===== src/rtl/rv_imem_pkg.sv =====
`default_nettype none
// ============================================================================
// Module      : rv_imem_pkg
// Description : Shared types and constants for the instruction-fetch
//               responder (FSM state encoding, NOP word, address helper).
// Revision    : 1.0 - initial release
// ============================================================================
package rv_imem_pkg;

   // Responder FSM: idle, memory request pending, read data outstanding
   typedef enum logic [1:0] {
      IDLE = 2'd0,
      REQ  = 2'd1,
      WAIT = 2'd2
   } imem_state_t;

   // RV32I canonical NOP (addi x0, x0, 0)
   localparam logic [31:0] RV_NOP = 32'h0000_0013;

   // Next sequential word address; wraps modulo 2^30 words
   function automatic logic [29:0] next_word(input logic [29:0] word);
      return word + 30'd1;
   endfunction

endpackage
`default_nettype wire


===== src/rtl/rv_imem_responder_if.sv =====
`default_nettype none
// ============================================================================
// Module      : rv_imem_responder_if
// Description : Fetch bus (core side) and backing memory port (req/gnt/rvalid)
//               seen by the instruction-fetch responder.
// Revision    : 1.0 - initial release
// ============================================================================
interface rv_imem_responder_if;

   // Fetch bus from the core
   logic        i_cyc;
   logic [31:0] i_addr;
   logic        i_flush;
   logic        o_ack;
   logic [31:0] o_data;

   // Backing memory port
   logic        o_mem_req;
   logic [31:0] o_mem_addr;
   logic        i_mem_gnt;
   logic        i_mem_rvalid;
   logic [31:0] i_mem_rdata;

   // Responder view
   modport slave (
      input  i_cyc, i_addr, i_flush, i_mem_gnt, i_mem_rvalid, i_mem_rdata,
      output o_ack, o_data, o_mem_req, o_mem_addr
   );

   // Core + memory view (environment driving the responder)
   modport master (
      output i_cyc, i_addr, i_flush, i_mem_gnt, i_mem_rvalid, i_mem_rdata,
      input  o_ack, o_data, o_mem_req, o_mem_addr
   );

endinterface
`default_nettype wire


===== src/rtl/rv_imem_responder.sv =====
`default_nettype none
// ============================================================================
// Module      : rv_imem_responder
// Description : Instruction-fetch responder. Serves word fetches from a
//               one-entry prefetch buffer or from a req/gnt/rvalid memory
//               port; ack in the accept cycle, data on the following cycle.
//               Optional next-sequential-word prefetch after every ack.
// Revision    : 1.0 - initial release
// ============================================================================
module rv_imem_responder
   import rv_imem_pkg::*;
#(
   parameter bit          PREFETCH   = 1'b1,
   parameter logic [31:0] RESET_DATA = RV_NOP
) (
   input  wire logic          i_clk,
   input  wire logic          i_reset,
   rv_imem_responder_if.slave bus
);

   imem_state_t state_q, state_d;
   logic [29:0] pend_addr_q, pend_addr_d;
   logic [29:0] pbuf_addr_q, pbuf_addr_d;
   logic [31:0] pbuf_data_q, pbuf_data_d;
   logic        pbuf_valid_q, pbuf_valid_d;
   logic        stale_q, stale_d;
   logic [31:0] data_q, data_d;
   logic        ack;

   logic [29:0] fetch_word;
   logic        buf_hit;
   logic        pend_match;
   logic        unused_addr_lsbs;

   // Byte offset of the fetch address plays no part in matching
   assign fetch_word       = bus.i_addr[31:2];
   assign unused_addr_lsbs = ^bus.i_addr[1:0];
   assign buf_hit          = pbuf_valid_q && (fetch_word == pbuf_addr_q);
   assign pend_match       = fetch_word == pend_addr_q;

   // Next-state, buffer update and combinational ack
   always_comb begin
      state_d      = state_q;
      pend_addr_d  = pend_addr_q;
      pbuf_addr_d  = pbuf_addr_q;
      pbuf_data_d  = pbuf_data_q;
      pbuf_valid_d = pbuf_valid_q;
      stale_d      = stale_q;
      data_d       = data_q;
      ack          = 1'b0;

      case (state_q)
         IDLE: begin
            if (bus.i_cyc) begin
               if (buf_hit) begin
                  ack    = 1'b1;
                  data_d = pbuf_data_q;
                  if (PREFETCH) begin
                     state_d     = REQ;
                     pend_addr_d = next_word(fetch_word);
                  end
               end else begin
                  state_d     = REQ;
                  pend_addr_d = fetch_word;
               end
            end
         end

         // Request is held until granted, whatever the initiator does
         REQ: begin
            if (bus.i_mem_gnt) begin
               state_d = WAIT;
            end
         end

         WAIT: begin
            if (bus.i_mem_rvalid) begin
               stale_d = 1'b0;
               if (!stale_q) begin
                  pbuf_addr_d  = pend_addr_q;
                  pbuf_data_d  = bus.i_mem_rdata;
                  pbuf_valid_d = 1'b1;
               end
               // A matching demand is acked even when the data is stale
               if (bus.i_cyc && pend_match) begin
                  ack    = 1'b1;
                  data_d = bus.i_mem_rdata;
                  if (PREFETCH) begin
                     state_d     = REQ;
                     pend_addr_d = next_word(pend_addr_q);
                  end else begin
                     state_d = IDLE;
                  end
               end else begin
                  state_d = IDLE;
               end
            end
         end

         default: begin
            state_d = IDLE;
         end
      endcase

      // Flush beats any buffer load in the same cycle; the outstanding
      // request is marked stale unless it completes in this very cycle
      if (bus.i_flush) begin
         pbuf_valid_d = 1'b0;
         if ((state_q == REQ) || ((state_q == WAIT) && !bus.i_mem_rvalid)) begin
            stale_d = 1'b1;
         end
      end
   end

   // State and datapath registers
   always_ff @(posedge i_clk or posedge i_reset) begin
      if (i_reset) begin
         state_q      <= IDLE;
         pend_addr_q  <= '0;
         pbuf_addr_q  <= '0;
         pbuf_data_q  <= '0;
         pbuf_valid_q <= 1'b0;
         stale_q      <= 1'b0;
         data_q       <= RESET_DATA;
      end else begin
         state_q      <= state_d;
         pend_addr_q  <= pend_addr_d;
         pbuf_addr_q  <= pbuf_addr_d;
         pbuf_data_q  <= pbuf_data_d;
         pbuf_valid_q <= pbuf_valid_d;
         stale_q      <= stale_d;
         data_q       <= data_d;
      end
   end

   assign bus.o_ack      = ack;
   assign bus.o_data     = data_q;
   assign bus.o_mem_req  = (state_q == REQ);
   assign bus.o_mem_addr = {pend_addr_q, 2'b00};

endmodule
`default_nettype wire


===== src/flat_wrapper.sv =====
// flat-port wrapper written by rule: the top's interface ports become plain ports
module rv_imem_responder_flat import rv_imem_pkg::*;
#(
   parameter bit          PREFETCH   = 1'b1,
   parameter logic [31:0] RESET_DATA = RV_NOP
)
  (i_clk, i_reset, bus_i_cyc, bus_i_addr, bus_i_flush, bus_i_mem_gnt, bus_i_mem_rvalid, bus_i_mem_rdata, bus_o_ack, bus_o_data, bus_o_mem_req, bus_o_mem_addr);
  rv_imem_responder_if bus_i ();
  input  wire logic i_clk;
  input  wire logic i_reset;
  input wire logic [$bits(bus_i.i_cyc)-1:0] bus_i_cyc;
  input wire logic [$bits(bus_i.i_addr)-1:0] bus_i_addr;
  input wire logic [$bits(bus_i.i_flush)-1:0] bus_i_flush;
  input wire logic [$bits(bus_i.i_mem_gnt)-1:0] bus_i_mem_gnt;
  input wire logic [$bits(bus_i.i_mem_rvalid)-1:0] bus_i_mem_rvalid;
  input wire logic [$bits(bus_i.i_mem_rdata)-1:0] bus_i_mem_rdata;
  output wire logic [$bits(bus_i.o_ack)-1:0] bus_o_ack;
  output wire logic [$bits(bus_i.o_data)-1:0] bus_o_data;
  output wire logic [$bits(bus_i.o_mem_req)-1:0] bus_o_mem_req;
  output wire logic [$bits(bus_i.o_mem_addr)-1:0] bus_o_mem_addr;
  assign bus_i.i_cyc = bus_i_cyc;
  assign bus_i.i_addr = bus_i_addr;
  assign bus_i.i_flush = bus_i_flush;
  assign bus_i.i_mem_gnt = bus_i_mem_gnt;
  assign bus_i.i_mem_rvalid = bus_i_mem_rvalid;
  assign bus_i.i_mem_rdata = bus_i_mem_rdata;
  assign bus_o_ack = bus_i.o_ack;
  assign bus_o_data = bus_i.o_data;
  assign bus_o_mem_req = bus_i.o_mem_req;
  assign bus_o_mem_addr = bus_i.o_mem_addr;
  rv_imem_responder #(.PREFETCH(PREFETCH), .RESET_DATA(RESET_DATA)) u_core (.i_clk(i_clk), .i_reset(i_reset), .bus(bus_i));
endmodule

===== config.mk =====
export PLATFORM = sky130hd
export DESIGN_NAME = rv_imem_responder_flat
export DESIGN_NICKNAME = d
export VERILOG_FILES = /design/src/rtl/rv_imem_pkg.sv /design/src/rtl/rv_imem_responder_if.sv /design/src/rtl/rv_imem_responder.sv /design/src/flat_wrapper.sv
export SDC_FILE = /design/constraint.sdc
export NUM_CORES = 1
export LEC_CHECK = 0
export BUFFER_PORTS_ARGS = -buffer_cell sky130_fd_sc_hd__buf_4
export CORE_ASPECT_RATIO = 0.7
export CORE_UTILIZATION = 50
export DETAILED_ROUTE_END_ITERATION = 8
export HOLD_SLACK_MARGIN = 0.1
export PLACE_DENSITY = 0.75
export SYNTH_ARGS = -nofsm -noshare
export SYNTH_HDL_FRONTEND = slang
export SYNTH_SLANG_ARGS = --single-unit
export TNS_END_PERCENT = 5

===== constraint.sdc =====
create_clock -name i_clk -period 9.6 [get_ports i_clk]
set_clock_uncertainty 0.2 [all_clocks]
set_input_delay 1.44 -clock i_clk [delete_from_list [all_inputs] [get_ports i_clk]]
set_output_delay 1.44 -clock i_clk [all_outputs]
set_load 0.005 [all_outputs]

==> run metrics, run 1 <==
Period minus WS final 6160 ps; max_slew headroom 16.4%; Worst VDD drop 132 uV; routed wirelength normalized by instance count 19.4 um; post-synth top area share 43.6%; wire length of the first global-routing pass 31900 um; number of cell rows 36; count of fill cells added during filler insertion 1147; setup repair after global routing missed its margin no; TritonCTS sink count 128; power per standard cell area 314 nW/um^2; final worst path period share 64.1%; total iterations of the first detailed-routing run 7; final hold violation count 0; number of setup buffers added after CTS 0; Hold Crit Class flop to flop; main combinational cell family by area after synthesis simple AND/OR/NAND/NOR gates; maximum count of clock buffers along a single path 2; htree depth 4; final antenna diode count 0; post-route setup slack 3440 ps; number of buffers inserted by port buffering 131; Post-CTS Hold Fix Bufs 0; number of enable-type register cells in the synthesized netlist 0; XOR/XNOR Fraction of Synth Area 10.3%; Die Footprint 14800 sq um; Required @ worst endpoint 7960 ps; max-slew violation count 0; total instance count after detailed placement 1015; HPWL after detailed placement 14200 um; count of unique library cells instantiated by Yosys 58; Routed WL 20300 um; max-cap check violation count 0; number of global-route vias before repair 6041; endpoint kind of the worst setup timing path output port; kind of launch point of the worst setup path primary input; reg2reg start u_core.pend_addr_q[7]; Lkg Pwr 0.00371 uW; transition time at the pin with the least slew margin 1240 ps; Seq cells post-synth 128; total of cells resized after clock tree synthesis 0; setup TNS 0 ps; post-layout instance count excluding filler cells 1047; net total in the final layout 916; Worst R2R End u_core.pend_addr_q[0]; Worst EP arrival 4520 ps; top post-synthesis cells by area sky130_fd_sc_hd__dfrtp_1 44%, sky130_fd_sc_hd__mux2_2 10%, sky130_fd_sc_hd__xor2_1 5.9%; number of cells produced by synthesis 746; area fraction in compound gates after synthesis 9.46%; summed instance area of the synthesized netlist 7170 sq um; placer's final routability congestion estimate 0.900; share of synthesized cell area in and, or, nand and nor gates 20.1%; I/O pins 136; Initial DRC Count 733; final core utilization 63.0%; synthesized area divided by synthesized cell count 9.61 sq um; pre-CTS setup slack 3620 ps; post-synth top area cell sky130_fd_sc_hd__dfrtp_1; vias 6285; remaining number of nets flagged by the antenna check after routing 0; Hold EP u_core.pbuf_data_q[26]; horizontal extent of the die 145 um; part of the Yosys area used for sequential elements 44.7%; Worst-Skew Late Latency 420 ps; clock edge transition at the registers on the reported setup and hold paths 60 ps; Register-to-Register Setup Slack 5780 ps; drt via density 6.00; initial antenna violation count 0; Starting Density 51.4%; DRC violations left 0; cell depth of the worst flop-to-flop path 7; fraction of layout cells with a size suffix above 1 29.9%; most common cell in the netlist sky130_fd_sc_hd__dfrtp_1; Max Clock Freq 0.162 GHz; All-Layer GR Usage 27.9%; number of cells on the worst hold path 1; WS Path Type primary input to output port; adder and majority gate portion of the synthesized area 0.349%; cts bufs inserted 17; height of the die 102 um; overall overflow remaining after global route 0; clk root buf sky130_fd_sc_hd__clkbuf_16; prevailing post-synth register cell sky130_fd_sc_hd__dfrtp_1; result of the run complete, no violations; synth cell count leaders 125 x sky130_fd_sc_hd__dfrtp_1, 96 x sky130_fd_sc_hd__nand2_1, 65 x sky130_fd_sc_hd__mux2_2, 65 x sky130_fd_sc_hd__nor2_1, 48 x sky130_fd_sc_hd__xor2_1; Core Area 14000 sq um; mux contribution to synthesized area 10.5%; warnings from Yosys 0; top fanout value on the critical path 65; clock tree from TritonCTS built; Synth async-reset ratio 100%; number of setup violations in the final report 0; P&R area growth vs syn 22.7%; largest net degree at the start of global routing 70; launch instance of the worst min-delay path u_core.pbuf_data_q[26]
[worst max-delay path, stage by stage]
cell and delay, ps:
sky130_fd_sc_hd__buf_4 140, sky130_fd_sc_hd__xor2_1 160, sky130_fd_sc_hd__nor4_1 680, sky130_fd_sc_hd__nand4_1 400, sky130_fd_sc_hd__or4_1 760, sky130_fd_sc_hd__a2bb2oi_4 180
sky130_fd_sc_hd__buf_4 510, sky130_fd_sc_hd__buf_4 220
[per-stage QoR]
| stage | hold WS [ps] | total power [uW] | area, sq um |
|---|---|---|---|
| after global placement | 286 | 2040 | 8200 |
| after detailed placement | 295 | 2100 | 8200 |
| after floorplan | 279 | 1650 | 7170 |
| after CTS | 309 | 2770 | 8800 |
| after global routing | 322 | 2930 | 8800 |
| final | 306 | 2760 | 8800 |
[report_power, final]
group / total (uW) / internal (uW) / switching (uW)
Combinational: 1020 / 526 / 489
Sequential: 1090 / 810 / 277
Clock: 661 / 391 / 271
Total: 2760 / 1730 / 1040
[cell usage in the layout (no fill, tap or decap), types with 8 or more instances in the layout]
master and count:
sky130_fd_sc_hd__a21oi_1 8, sky130_fd_sc_hd__a31oi_1 33, sky130_fd_sc_hd__and3_1 9, sky130_fd_sc_hd__buf_4 139, sky130_fd_sc_hd__clkbuf_16 17, sky130_fd_sc_hd__dfrtp_1 125, sky130_fd_sc_hd__inv_1 10, sky130_fd_sc_hd__mux2_2 65
sky130_fd_sc_hd__nand2_1 96, sky130_fd_sc_hd__nand3_1 37, sky130_fd_sc_hd__nand4_1 21, sky130_fd_sc_hd__nor2_1 65, sky130_fd_sc_hd__nor3_1 18, sky130_fd_sc_hd__nor4_1 13, sky130_fd_sc_hd__o221ai_1 11, sky130_fd_sc_hd__xnor2_1 36
sky130_fd_sc_hd__xor2_1 48
[final cells by class]
type / instances / area, sq um / share of cell area, %
Sequential cell: 128 / 3210 / 36.4
Clock buffer: 17 / 425 / 4.84
Timing Repair Buffer: 139 / 1040 / 11.9
Multi-Input combinational cell: 547 / 3670 / 41.7
Clock inverter: 15 / 171 / 1.95
Tap cell: 190 / 238 / 2.70
Inverter: 11 / 43.8 / 0.498
[logic make-up (layout without fill, tap and decap cells)]
logic type      after synthesis  in the layout
compound gates               95             95
simple gates                297            297
flops                       128            128
fa+ha+maj                     2              2
buf+inv                      72            182
mux                          67             67
other cells                   1              2
xor+xnor                     84             84
[state kept, by name, indices dropped and copies added, names as in the netlist]
name and count:
u_core.bus.o_data 32, u_core.pbuf_data_q 32, u_core.pbuf_addr_q 30, u_core.pend_addr_q 30, u_core.state_q 2, u_core.pbuf_valid_q 1
u_core.stale_q 1
[worst max-delay path by stage]
stage / end / slack, ps / start
finish: bus_o_ack / 3440 / bus_i_addr[22]
detailed placement: bus_o_ack / 3620 / bus_i_addr[22]
global route: bus_o_ack / 3450 / bus_i_addr[22]
global placement: bus_o_ack / 3650 / bus_i_addr[22]
floorplan: u_core.bus.o_data[10] / 4550 / i_reset
CTS: bus_o_ack / 3620 / bus_i_addr[22]
[metal layers]
metal	wire, um	GRT usage [%]
met1	8870	39.3
met5	0	0
met2	8960	42.8
met3	2200	7.28
met4	274	7.53
Note: power is estimated with default switching activity, not from simulation.
==> inputs of run 2 (changes only) <==
PLACE_DENSITY = 0.78   (was 0.75)
clock period = 5.3 ns   (was 9.6 ns; I/O delays follow)
==> run 2 against run 1 <==
Effect of this change:
- setup slack worse by 2300 ps
- cell area down 0.20%
- global-route usage down 1.2 points
- clock-buffer cell count unchanged
- non-clock buffer count up 2
- critical path depth down 1
- critical endpoint unchanged
- largest power group unchanged
- highest routed layer unchanged
==> run metrics, run 2 (same netlist as run 1, synthesis figures left out) <==
number of global-route vias before repair 5707 (-5.5%); height of the die 102 um (unchanged); DRC violations left 0 (unchanged); setup TNS 0 ps (unchanged); Initial DRC Count 628 (-14%); number of buffers inserted by port buffering 131 (unchanged); clock edge transition at the registers on the reported setup and hold paths 60 ps (about the same); Required @ worst endpoint 4300 ps (-3660 ps); number of setup violations in the final report 0 (unchanged); largest net degree at the start of global routing 65 (-7.1%); cell-internal power 3050 uW (+76%); drt via density 5.85 (-2.6%); number of setup buffers added after CTS 0 (unchanged); total of cells resized after clock tree synthesis 0 (unchanged); final worst path period share 78.8%; final antenna diode count 0 (unchanged); Worst-Skew Late Latency 420 ps (about the same); kind of launch point of the worst setup path primary input; net total in the final layout 918 (+0.22%); WS Path Type primary input to output port; vias 6135 (-2.4%); Period minus WS final 4180 ps; final core utilization 62.9% (-0.13 points); cts bufs inserted 17 (unchanged); power share of the combinational group 37.3% (+0.6 points); count of fill cells added during filler insertion 1172 (+2.2%); routed wirelength normalized by instance count 18.3 um (-5.5%); clock share of power 22.9% (-1.0 points); total iterations of the first detailed-routing run 6 (-1); All-Layer GR Usage 26.6% (-1.2 points); clk root buf sky130_fd_sc_hd__clkbuf_16; reg2reg start u_core.pbuf_addr_q[20]; max-slew violation count 0 (unchanged); setup repair after global routing missed its margin no; fraction of layout cells with a size suffix above 1 29.9% (+0.047 points); most used cells in the layout excluding fill and tap cells 141 x sky130_fd_sc_hd__buf_4, 125 x sky130_fd_sc_hd__dfrtp_1, 96 x sky130_fd_sc_hd__nand2_1, 65 x sky130_fd_sc_hd__nor2_1, 65 x sky130_fd_sc_hd__mux2_2; number of cell rows 36 (unchanged); final hold violation count 0 (unchanged); Die Footprint 14800 sq um (unchanged); Worst EP arrival 3180 ps (-1340 ps); Register-to-Register Setup Slack 1670 ps (-4110 ps); htree depth 4 (unchanged); horizontal extent of the die 145 um (unchanged); switching power of the nets 1850 uW (+79%); overall overflow remaining after global route 0 (unchanged); result of the run complete, no violations; initial antenna violation count 0 (unchanged); endpoint kind of the worst setup timing path output port; Core Area 14000 sq um (unchanged); Lkg Pwr 0.00371 uW (about the same); pre-CTS setup slack 1200 ps (-2420 ps); Worst VDD drop 297 uV (+120%); transition time at the pin with the least slew margin 1070 ps (-175 ps); TritonCTS sink count 128 (unchanged); remaining number of nets flagged by the antenna check after routing 0 (unchanged); wire length of the first global-routing pass 30300 um (-5.0%); P&R area growth vs syn 22.5%; post-route setup slack 1120 ps (-2320 ps); Worst setup startpoint bus_i_addr[22]; I/O pins 136 (unchanged); clock tree from TritonCTS built; Max Clock Freq 0.239 GHz; power per standard cell area 558 nW/um^2 (+78%); Hold WS 300 ps (-5.64 ps); Hold Crit Class flop to flop; placer's final routability congestion estimate 0.897 (-0.34%); Routed WL 19200 um (-5.3%); max-cap check violation count 0 (unchanged); Starting Density 51.4% (unchanged); Reg power frac 39.9% (+0.6 points); maximum count of clock buffers along a single path 2 (unchanged); HPWL after detailed placement 13500 um (-4.9%); top fanout value on the critical path 6 (-91%); launch instance of the worst min-delay path u_core.bus.o_data[4]; switching power share of the total 37.8% (+0.34 points); max_slew headroom 28.2% (+12 points); most common cell after layout, fill and taps aside sky130_fd_sc_hd__buf_4; Post-CTS Hold Fix Bufs 0 (unchanged)
-- run 2: cell types whose count changed in the layout (fill, tap and decap cells not counted) --
cell / before / now
sky130_fd_sc_hd__clkinv_4: 1 / 2
sky130_fd_sc_hd__nor2b_2: 1 / 0
sky130_fd_sc_hd__buf_4: 139 / 141
sky130_fd_sc_hd__inv_6: 6 / 5
sky130_fd_sc_hd__clkinv_2: 1 / 0
sky130_fd_sc_hd__inv_8: 2 / 5
sky130_fd_sc_hd__nor2b_4: 0 / 1
sky130_fd_sc_hd__nor4_2: 2 / 1
sky130_fd_sc_hd__bufinv_16: 2 / 0
sky130_fd_sc_hd__nor4_1: 13 / 14
-- run 2: stage by stage --
stage	cell area, sq um	total power [uW]	instances
global placement	8220	3700	1017
finish	8780	4900	1049
floorplan	7170	2990	747
global route	8780	5220	1049
detailed placement	8220	3760	1017
CTS	8780	4900	1049
-- run 2: final timing paths --
kind,cells after the start,end
max,7,bus_o_ack
min,2,u_core.bus.o_data[4]
max reg2reg,8,u_core.bus.o_data[23]
min reg2reg,2,u_core.bus.o_data[4]
max in group asynchronous,3,u_core.bus.o_data[0]
min in group asynchronous,2,u_core.pend_addr_q[3]
-- run 2: per-layer routing --
metal / GRT usage, % / part of all wire (%)
met1: 39.3 / 46
met2: 39.7 / 44
met3: 6.16 / 9.5
met4: 6.40 / 1.1
met5: 0 / 0
-- run 2: power by group through the flow --
stage	registers, uW	logic [uW]	clock network (uW)
2_1_floorplan	1810	1180	0
3_3_place_gp	1930	1770	0
3_5_place_dp	1950	1810	0
4_1_cts	1940	1830	1130
5_1_grt	2030	2020	1170
6_report	1950	1830	1120
-- run 2: layout make-up --
class,count,area (sq um),share of cell area [%]
inverter,11,43.8,0.499
clock inverter,15,140,1.60
sequential,128,3210,36.5
clock buffer,17,425,4.84
multi-input combinational,547,3670,41.8
tap,190,238,2.71
timing repair buffer,141,1060,12.1
-- run 2: critical path, cell delays in order --
cell and delay (ps):
sky130_fd_sc_hd__buf_4 140, sky130_fd_sc_hd__xor2_1 160, sky130_fd_sc_hd__nor4_1 590, sky130_fd_sc_hd__nand4_1 350, sky130_fd_sc_hd__or4_1 780, sky130_fd_sc_hd__a2bb2oi_4 230, sky130_fd_sc_hd__buf_4 130
